===== src/rtl/int_gen_responder.sv =====
// int_gen_responder: device end of the bridge's write-only interrupt-generator
// channel. A 16-byte register window (CTRL, PERIOD, COUNT, STAT/ACK) programs a
// down-counter that sets PEND on expiry. irq drives HWInt[2].
// Build option: define INT_GEN_PULSE_EN to make irq a one-cycle pulse after
// each expiry instead of a level that follows PEND.
//
// Bus handshake: there is no valid/ready. Every cycle with byteen != 0 and
// addr[31:4] == BASE[31:4] is a write that commits on the next rising edge.
// rdata is a purely combinational read of the register picked by addr[3:2].
module int_gen_responder #(
  parameter logic [31:0] BASE  = 32'h0000_7F20,
  parameter int          CNT_W = 32
) (
  input  logic        clk,
  input  logic        reset,
  input  logic [31:0] addr,
  input  logic [3:0]  byteen,
  input  logic [31:0] wdata,
  output logic [31:0] rdata,
  output logic        irq,
  output logic [1:0]  state_dbg
);

  typedef enum logic [1:0] {
    ST_IDLE = 2'd0,
    ST_RUN  = 2'd1,
    ST_DONE = 2'd2
  } state_e;

  state_e             state_q, state_d;
  logic               en_q, en_d;
  logic               mode_q, mode_d;
  logic [CNT_W-1:0]   period_q, period_d;
  logic [CNT_W-1:0]   count_q, count_d;
  logic               pend_q, pend_d;

  logic               in_win;
  logic [1:0]         sel;
  logic               wr;
  logic               ctrl_wr;
  logic               period_wr;
  logic               ack_wr;
  logic               expire;
  logic [31:0]        period_ext;
  logic [31:0]        period_mrg;
  logic               unused_addr_lsb;

  // Address decode; the byte offset within a register is irrelevant.
  assign in_win          = (addr[31:4] == BASE[31:4]);
  assign sel             = addr[3:2];
  assign wr              = in_win && (byteen != 4'b0000);
  assign ctrl_wr         = wr && (sel == 2'd0) && byteen[0];
  assign period_wr       = wr && (sel == 2'd1);
  assign ack_wr          = wr && (sel == 2'd3);
  assign expire          = (state_q == ST_RUN) && (count_q == '0);
  assign unused_addr_lsb = ^addr[1:0];
  assign state_dbg       = state_q;

  // PERIOD write: merge the enabled byte lanes over the current value.
  always_comb begin
    period_ext = 32'(period_q);
    for (int i = 0; i < 4; i++) begin
      period_mrg[8*i +: 8] = byteen[i] ? wdata[8*i +: 8] : period_ext[8*i +: 8];
    end
    period_d = period_wr ? period_mrg[CNT_W-1:0] : period_q;
  end

  // Next-state: counter FSM, PEND set/clear and CTRL update.
  always_comb begin
    state_d = state_q;
    en_d    = en_q;
    mode_d  = mode_q;
    count_d = count_q;
    pend_d  = pend_q;

    // ACK first so that an expiry on the same edge wins.
    if (ack_wr) begin
      pend_d = 1'b0;
    end

    case (state_q)
      ST_IDLE: begin
        if (ctrl_wr && wdata[0]) begin
          state_d = ST_RUN;
          count_d = period_q;
        end
      end
      ST_RUN: begin
        if (expire) begin
          pend_d = 1'b1;
          if (mode_q) begin
            count_d = period_q;
          end else begin
            en_d    = 1'b0;
            state_d = ST_DONE;
          end
        end else begin
          count_d = count_q - CNT_W'(1);
        end
      end
      ST_DONE: begin
        if (ctrl_wr && wdata[0]) begin
          state_d = ST_RUN;
          count_d = period_q;
        end else if (ack_wr) begin
          state_d = ST_IDLE;
        end
      end
      default: begin
        state_d = ST_IDLE;
      end
    endcase

    // CTRL writes: disabling always wins and parks the counter at zero.
    if (ctrl_wr) begin
      mode_d = wdata[1];
      if (!wdata[0]) begin
        en_d    = 1'b0;
        state_d = ST_IDLE;
        count_d = '0;
      end else if (state_q != ST_RUN) begin
        en_d = 1'b1;
      end
    end
  end

  // State registers, cleared asynchronously by the active-low reset.
  always_ff @(posedge clk or negedge reset) begin
    if (!reset) begin
      state_q  <= ST_IDLE;
      en_q     <= 1'b0;
      mode_q   <= 1'b0;
      period_q <= '0;
      count_q  <= '0;
      pend_q   <= 1'b0;
    end else begin
      state_q  <= state_d;
      en_q     <= en_d;
      mode_q   <= mode_d;
      period_q <= period_d;
      count_q  <= count_d;
      pend_q   <= pend_d;
    end
  end

`ifdef INT_GEN_PULSE_EN
  logic irq_q, irq_d;

  // Pulse mode: irq is high for the single cycle following an expiry edge.
  always_comb begin
    irq_d = expire;
  end

  // Pulse register.
  always_ff @(posedge clk or negedge reset) begin
    if (!reset) begin
      irq_q <= 1'b0;
    end else begin
      irq_q <= irq_d;
    end
  end

  assign irq = irq_q;
`else
  assign irq = pend_q;
`endif

  // Read mux; anything outside the window reads zero.
  always_comb begin
    rdata = 32'h0;
    if (in_win) begin
      case (sel)
        2'd0:    rdata = {30'h0, mode_q, en_q};
        2'd1:    rdata = 32'(period_q);
        2'd2:    rdata = 32'(count_q);
        default: rdata = {31'h0, pend_q};
      endcase
    end
  end

endmodule


===== config.mk =====
export PLATFORM = sky130hd
export DESIGN_NAME = int_gen_responder
export DESIGN_NICKNAME = d
export VERILOG_FILES = /design/src/rtl/int_gen_responder.sv
export SDC_FILE = /design/constraint.sdc
export NUM_CORES = 1
export LEC_CHECK = 0
export ABC_CLOCK_PERIOD_IN_PS = 3350
export CAP_MARGIN = 40
export CORE_MARGIN = 2
export CORE_UTILIZATION = 53
export CTS_BUF_LIST = sky130_fd_sc_hd__clkbuf_8
export DETAILED_ROUTE_END_ITERATION = 6
export HOLD_SLACK_MARGIN = 0.12
export PLACE_DENSITY_LB_ADDON = 0.2
export SETUP_SLACK_MARGIN = 0.5
export SLEW_MARGIN = 20
export SYNTH_ARGS = -nofsm -noshare
export SYNTH_HDL_FRONTEND = slang
export SYNTH_SLANG_ARGS = --single-unit
export TNS_END_PERCENT = 100

===== constraint.sdc =====
create_clock -name clk -period 3.35 [get_ports clk]
set_input_delay 0.5025 -clock clk [delete_from_list [all_inputs] [get_ports clk]]
set_output_delay 0.5025 -clock clk [all_outputs]
set_load 0.02 [all_outputs]

## Word level (Yosys, flattened, before mapping)

Cells that the tools add are included.
Widths: inputs -> output; s select.

- Register bits: 69
- Bits of input ports: 70
- Output and inout bits: 35

- Add/subtract/negate cells: 1
- Equal/unequal tests: 7
- Muxes and demuxes: 25
- Reduce and logical (&&, ||, !) cells: 16

Operators by type and width:

| cell | number |
|---|---|
| $mux 32 | 6 |
| $pmux 32 s3 | 1 |
| $pmux 32 s2 | 1 |
| $logic_not 32->1 | 1 |
| $sub 32x1->32 const B | 1 |
| $eq 28x11->1 const B | 1 |
| $mux 2 | 7 |
| $mux 1 | 9 |
| $reduce_and 2->1 | 4 |
| $logic_and 1x1->1 | 7 |
| $eq 2x2->1 const B | 3 |
| $pmux 2 s3 | 1 |
| $eq 2x1->1 const B | 2 |
| $logic_not 2->1 | 2 |
| $reduce_bool 4->1 | 1 |
| $ne 2x1->1 const B | 1 |
| $reduce_or 2->1 | 1 |

## Longest topological paths before layout

Gate-level depths: netlist of run 1.

- Depth in word-level cells: 9
- Gate-level depth with buffers: 10

## Least setup slack after synthesis of run 1

Ideal clock, no wire load.

- Path kind: flip-flop to flip-flop
- Start: register count_q[0]
- End: register count_q[14]
- Library setup time: 0.140 ns
- Data arrival time: 2.554 ns
- Required time: 3.210 ns
- Setup slack: 0.655 ns
- Stages on the path, launching flop included: 11
- Cell sequence: dfrtp_1 > inv_1 > ha_1 > or4b_1 > or3_1 > clkbuf_1 > nor4_4 > buf_6 > nor2_1 > a211oi_1 > a211oi_1

- Word-level cells in the longest chain between the ends: 6
- Elaborated cells between the ends (all ways): 7
- Classes of those cells: add/sub (1); mux (4); reduce/logical (2)

RTL lines:

| what | RTL line | RTL |
|---|---|---|
| start, declared | 34 | `logic [CNT_W-1:0] count_q, count_d;` |
| start signal, assigned | 141 | `count_q <= count_d;` |
| parallel branches: the longest is 2 deep, another holds $sub 32x1->32 | - |  |
| $mux 32 (*) | 89 | `if (expire) begin` |
| $pmux 32 s2 (*) | 81 | `case (state_q)` |
| $mux 32 | 117 | `if (!wdata[0]) begin` |
| $mux 32 (*) | 115 | `if (ctrl_wr) begin` |
| via count_d[14] | 34 |  |

Mark *: on every way through the listed nets, which the timed path passes.
A chain may end at the register's enable or synchronous reset.

## Worst setup path in the final report of run 1

- Start: register count_q[10]
- End: register count_q[31]

The elaborated chain is that of the path after synthesis.

==> results_dict.tcl, run 1 <==
set metrics [dict create \
    portBuffers 102 \
    global_route.overflow_total 0 \
    worst_setup_path_start_kind "flip-flop" \
    detail-route-antenna-nets 0 \
    mappedNetlistArea_um2 4860 \
    power_density_nw_per_um2 260 \
    grt.total_usage 0.328 \
    p_int_mw 1.26 \
    setup_total_negative_slack_ns 0 \
    final.fill_count 657 \
    grt_most_used_layer "met2" \
    drc_errors 0 \
    route.vias.total 5072 \
    fin_worst_skew_ns 0.0155 \
    antenna-diode-count 0 \
    drt_iter0_drc 400 \
    cts.reportedPaths.clkPinSlew_ns 0.09 \
    grt_use_met3 0.0662 \
    finalInstanceArea_um2 6450 \
    areaGrowthSynthToFinish_pct 32.6 \
    grt_pass1_vias 5055 \
    route.detailed.vias_per_inst 6.63 \
    dp.final_hpwl_mm 10.5 \
    leakagePower_nw 2.60 \
    r2r_start "count_q[10]" \
    holdCritStartpoint "en_q" \
    number_of_synthesis_warnings 0 \
    totalWireLength_mm 16.2 \
    placed_instances 730 \
    cap_viol_max_count 0 \
    dp_slack_ns 0.0366 \
    fp.dieW_um 99.8 \
    grtUsageMet1 0.436 \
    deepest_level_of_the_cts_h_tree 3 \
    sequential_element_share_of_the_synthesized_area 0.355 \
    number_of_buffers_created_by_cts 9 \
    hold_path_depth 2 \
    setup_ws_final_ns 0.557 \
    power_frac_comb 0.082 \
    switching_share_of_power 0.245 \
    criticalPathCategory "flip-flop to flip-flop" \
    netSwitchingPower_mw 0.411 \
    avgSynthCellArea_um2 9.00 \
    hold-path-endpoint "en_q" \
    placer_congestion 0.952 \
    fin_worst_hold_slack_ns 0.553 \
    critPathArrivalTime_ns 3.07 \
    post_synth_num_cell_types 59 \
    rows 34 \
    yosysMostFrequentCell "dfrtp_1" \
    measured_slew_at_the_worst_slew_check_pin_ns 0.852 \
    antenna_found_initial 0 \
    finalPower_mw 1.67 \
    layout.area.seq_um2 1730 \
    minimum_clock_period_ns 2.79 \
    clkLatencyLatePin_ns 0.35 \
    multi_input_area_um2 2970 \
    postSynthNetCount 611 \
    critPathLaunch "count_q[10]" \
    synth_top_cell_area_share 0.355 \
    cts_sinks 69 \
    setup_violations_final 0 \
    cts_tree "built" \
    core_area_um2 8810 \
    crit_required_ns 3.63 \
    nets 723 \
    rr_endpoint "count_q[31]" \
    io-pin-count 105 \
    end_kind "flip-flop" \
    flop_and_latch_count_out_of_synthesis 69 \
    max_freq_mhz 358 \
    synth_cells 540 \
    finalMaxSlewViolations 0 \
    die_height_um 99.8 \
    grt_max_degree 51 \
    critPathMaxFanout 6 \
    synth-async-reset-ratio 1.00 \
    post_layout_nonfiller_instances 765 \
    rsz0062_at_grt "no" \
    clock_path_buffers 2 \
    max_slew_margin 0.430 \
    layout-drive-gt1-share 0.262 \
    number_of_search_and_repair_iterations_in_the_first_detailed_routing_pass 5 \
    grt_first_pass_wirelength_mm 25.9 \
    clkPwrFrac 0.421 \
    fp.dieArea_um2 9960 \
    detailed_place.area_um2 6090 \
    worst-r2r-setup-slack_ns 0.56 \
    share_of_total_power_in_sequential_cells 0.497 \
    use_met2 0.541 \
    initial_utilization 0.552 \
    hold_viol 0 \
    clock-root-buffer "clkbuf_8" \
    hold_wc_path_type "flip-flop to flip-flop" \
    vdd_ir_drop_max_mv 0.258 \
    yosys.area.top_type "dfrtp_1" \
    routed_wire_length_per_instance_um 21.1 \
    top_cells_by_instance_count_after_synthesis "69 x dfrtp_1, 56 x mux2_2, 53 x nor2_1" \
    outcome "finished, final reports clean" \
    finalCritPeriodShare 0.834 \
    dominantRegCellSynth "dfrtp_1" \
    worst_r2r_path_depth 6 \
    ys_top_cells_by_area "dfrtp_1 36%, mux2_2 13%, a22oi_1 7.6%" \
    synth-edff-count 0 \
    core_occupancy_in_the_finished_layout 0.732 \
]
[flip-flops by register name, indices dropped and copies added (netlist names)]
name	flops
count_q	32
state_dbg	2
en_q	1
period_ext	32
mode_q	1
irq	1
[routing by layer]
metal  up-vias  wire, um
met1      2437      6330
li1       2296         -
met3        39      1590
met4         0       469
met5         -         0
met2       300      7770
[layout by cell type, fill, tap and decap left out, drive strengths merged, types with 3 or more instances in the layout]
cell / netlist / final
a21oi: 25 / 25
inv: 6 / 7
nor2b: 4 / 4
nor2: 53 / 53
or2: 3 / 5
a22oi: 49 / 49
o311a: 4 / 4
clkinv: 1 / 5
mux2: 56 / 56
or3: 9 / 9
a211oi: 11 / 11
o31a: 3 / 3
nor3: 16 / 16
nand2: 34 / 34
clkdlybuf4s15: 0 / 10
nor4b: 3 / 3
mux2i: 10 / 10
buf: 8 / 48
a31oi: 7 / 7
and3: 8 / 8
nand4: 4 / 4
o22ai: 15 / 15
dfrtp: 69 / 69
o221ai: 4 / 4
clkdlybuf4s50: 0 / 68
a221oi: 4 / 4
o211ai: 7 / 7
o21ai: 21 / 21
nand3: 10 / 10
or4: 9 / 9
clkbuf: 44 / 30
nor4: 16 / 16
[area by class of cell]
cell class                 count  share of cell area
clock inverter                 7              0.0115
clock buffer                   9              0.0192
multi-input combinational    414               0.461
inverter                       7             0.00408
tap                          108              0.0210
sequential                    69               0.268
timing repair buffer         151               0.215
[worst max path at each step]
stage / to / slack, ns / cells after the start
after detailed placement: rdata[14] / 0.04 / 6
after floorplan: count_q[14] / 0.66 / 10
after global routing: count_q[31] / 0.49 / 6
after global placement: rdata[12] / 0.06 / 6
after CTS: rdata[25] / 0.24 / 7
final: count_q[31] / 0.56 / 6
[kinds of logic after synthesis]
group,Yosys count,share of synthesized area
flip-flops,69,0.355
AO/OA/AOI/OAI,162,0.232
AND/OR/NAND/NOR,178,0.196
XOR/XNOR,4,0.00721
adder cells (fa/ha/maj),1,0.00257
buffers and inverters,59,0.0530
multiplexers,67,0.155
[worst max-delay path: stages, from the launching register on]
cell	delay (ns)
dfrtp_2	0.44
or4_4	0.60
or4_4	0.64
nor3_4	0.31
nand4_1	0.18
or3_1	0.38
a31oi_1	0.17
[power groups by stage]
stage / Combinational [mW] / Sequential, mW / Clock (mW)
after floorplan: 0.0246 / 0.849 / 0
after global placement: 0.129 / 0.849 / 0
after detailed placement: 0.137 / 0.849 / 0
after CTS: 0.139 / 0.832 / 0.711
after global routing: 0.148 / 0.832 / 0.745
final: 0.137 / 0.832 / 0.705
[repair_timing]
action | CTS | global route
cloned | 2 | 1
buffers inserted | 2 | 13
hold endpoints to repair | 13 | 0
pin swaps | 4 | 7
setup endpoints to repair | 55 | 58
hold buffers | 1 | 0
gates resized for setup | 38 | 66
Power figures use the tool's default switching activity.
==> inputs of run 2 (changes only) <==
--- a/config.mk
+++ b/config.mk
@@ -5,7 +5,7 @@
 export SDC_FILE = /design/constraint.sdc
 export NUM_CORES = 1
 export LEC_CHECK = 0
-export ABC_CLOCK_PERIOD_IN_PS = 3350
+export ABC_CLOCK_PERIOD_IN_PS = 2900
 export CAP_MARGIN = 40
 export CORE_MARGIN = 2
 export CORE_UTILIZATION = 53
==> constraint.sdc (replaced) <==
create_clock -name clk -period 2.9 [get_ports clk]
set_input_delay 0.435 -clock clk [delete_from_list [all_inputs] [get_ports clk]]
set_output_delay 0.435 -clock clk [all_outputs]
set_load 0.02 [all_outputs]
==> run 2 against run 1 <==
Net effect:
- the run now ends with setup timing left
- worst setup slack got worse by 0.57 ns
- register-to-register slack got worse by 0.57 ns
- flip-flop and latch count unchanged
- cell area increased by 13%
- routed wire length increased by 22%
- sequential share of layout area decreased by 3.2 points
- non-clock buffer count increased by 28
- global-route usage increased by 2.0 points
- sequential power increased by 16%
- final cell count increased by 3.3%
- critical path depth increased by 2
- utilization increased by 9.7 points
- largest cell class unchanged
==> results_dict.tcl, run 2 (synthesized netlist as in run 1, its figures left out) <==
set metrics [dict create \
    outcome "finished with violations" \
    failed_checks "setup timing" \
    leakagePower_nw 3.01 \
    grt_pass1_vias 5519 \
    totalWireLength_mm 19.7 \
    critPathArrivalTime_ns 3.10 \
    setup_ws_final_ns -0.0160 \
    deepest_level_of_the_cts_h_tree 3 \
    cap_viol_max_count 0 \
    r2r_start "count_q[2]" \
    drc_errors 0 \
    initial_utilization 0.552 \
    clock-root-buffer "clkbuf_8" \
    core_area_um2 8810 \
    max_slew_margin 0.313 \
    number_of_search_and_repair_iterations_in_the_first_detailed_routing_pass 5 \
    clock_path_buffers 2 \
    cts_tree "built" \
    number_of_buffers_created_by_cts 9 \
    antenna-diode-count 0 \
    fin_worst_skew_ns 0.0187 \
    portBuffers 102 \
    worst-r2r-setup-slack_ns -0.02 \
    finalCritPeriodShare 1.01 \
    cts.reportedPaths.clkPinSlew_ns 0.08 \
    cts_sinks 69 \
    rr_endpoint "count_q[18]" \
    layout-drive-gt1-share 0.399 \
    routed_wire_length_per_instance_um 24.9 \
    clkLatencyLatePin_ns 0.36 \
    final_common_cell "dfrtp_1" \
    fp.dieW_um 99.8 \
    rows 34 \
    criticalPathCategory "flip-flop to flip-flop" \
    finalMaxSlewViolations 0 \
    core_occupancy_in_the_finished_layout 0.829 \
    route.detailed.vias_per_inst 7.25 \
    rsz0062_at_grt "yes" \
    critPathLaunch "count_q[2]" \
    hold_viol 0 \
    worst_r2r_path_depth 8 \
    power_density_nw_per_um2 255 \
    grt_first_pass_wirelength_mm 27.5 \
    dp_slack_ns -0.183 \
    setup_violations_final 1 \
    grt.total_usage 0.348 \
    io-pin-count 105 \
    final.fill_count 499 \
    antenna_found_initial 0 \
    minimum_clock_period_ns 2.92 \
    setup_total_negative_slack_ns -0.0160 \
    cp_common_cell "buf_4" \
    crit_path_cell_trace "or4b_4 -> buf_4 -> nor4_4 -> buf_4 -> nand3_1 -> xnor2_1 -> nor3_2 -> a2111oi_2" \
    crit_required_ns 3.08 \
    critical_path_depth 8 \
    worst_path_dominant_cell_family "simple AND/OR/NAND/NOR gates" \
    dp.final_hpwl_mm 11.0 \
    critical_path_buf_inv_count 2 \
    worst_setup_path_start_kind "flip-flop" \
    areaGrowthSynthToFinish_pct 50.2 \
    max_freq_mhz 343 \
    layout.cells.most_common_list "69 x dfrtp_1, 61 x buf_4, 56 x mux2_2" \
    worst_path_largest_cell_delay_ns 0.62 \
    placer_congestion 0.982 \
    hold_wc_path_type "flip-flop to flip-flop" \
    critPathMaxFanout 9 \
    die_height_um 99.8 \
    grt_max_degree 44 \
    detail-route-antenna-nets 0 \
    global_route.overflow_total 0 \
    drt_iter0_drc 763 \
    fp.dieArea_um2 9960 \
    critical-path-slowest-cell "or4b_4" \
    vdd_ir_drop_max_mv 0.312 \
    post_layout_nonfiller_instances 790 \
    nets 749 \
    end_kind "flip-flop" \
    placed_instances 748 \
    setup.worst_path.end "count_q[18]" \
    route.vias.total 5727 \
    measured_slew_at_the_worst_slew_check_pin_ns 1.03 \
]
run 2: cell count changes in the layout (fill, tap and decap cells not counted), sizes merged, moves of 5 or more:
cell | before | now
dlygate4sd2 | 1 | 13
clkdlybuf4s15 | 10 | 5
clkdlybuf4s50 | 68 | 40
dlymetal6s2s | 2 | 12
clkbuf | 30 | 11
buf | 48 | 107
run 2: power breakdown:
group | internal [mW] | switching (mW)
sequential | 0.961 | 0.0000000647
clock | 0.324 | 0.403
combinational | 0.0968 | 0.0766
run 2: repair_timing:
item,4_1_cts,5_1_grt
gates resized for setup,289,52
pin swaps,65,34
hold buffers,1,0
setup buffers,10,13
endpoints found under the setup margin,67,82
cloned,2,1
endpoints found under the hold margin,26,0
run 2: worst min-delay path by stage:
stage / slack [ns] / end / startpoint / cells after the start
floorplan: 0.14 / count_q[0] / reset / 0
global placement: 0.53 / en_q / en_q / 2
detailed placement: 0.47 / period_ext[0] / reset / 2
CTS: 0.56 / en_q / en_q / 2
global route: 0.58 / period_ext[25] / period_ext[25] / 1
finish: 0.57 / period_ext[25] / period_ext[25] / 1
run 2: metrics by stage:
step	power (mW)	hold WS, ns	instance area [um2]
CTS	1.84	0.564	6960
floorplan	1.01	0.139	4940
detailed placement	1.14	0.471	6290
finish	1.86	0.568	7300
global placement	1.14	0.526	6270
global route	1.91	0.578	7300
run 2: final cells by class:
cell class,count,area (um2),area share
clock buffers,10,138,0.0188
repair buffers,179,1820,0.249
multi-input cells,412,3430,0.470
flip-flops and latches,69,1730,0.236
inverters,7,26.3,0.00360
clock inverters,5,28.8,0.00394
well taps,108,135,0.0185
run 2: per-layer routing:
metal	vias to the layer above	wire length (um)	GRT usage
met2	499	9120	0.580
met4	0	1410	0.148
li1	2351	-	-
met1	2709	6850	0.444
met5	-	0	0
met3	168	2280	0.0675
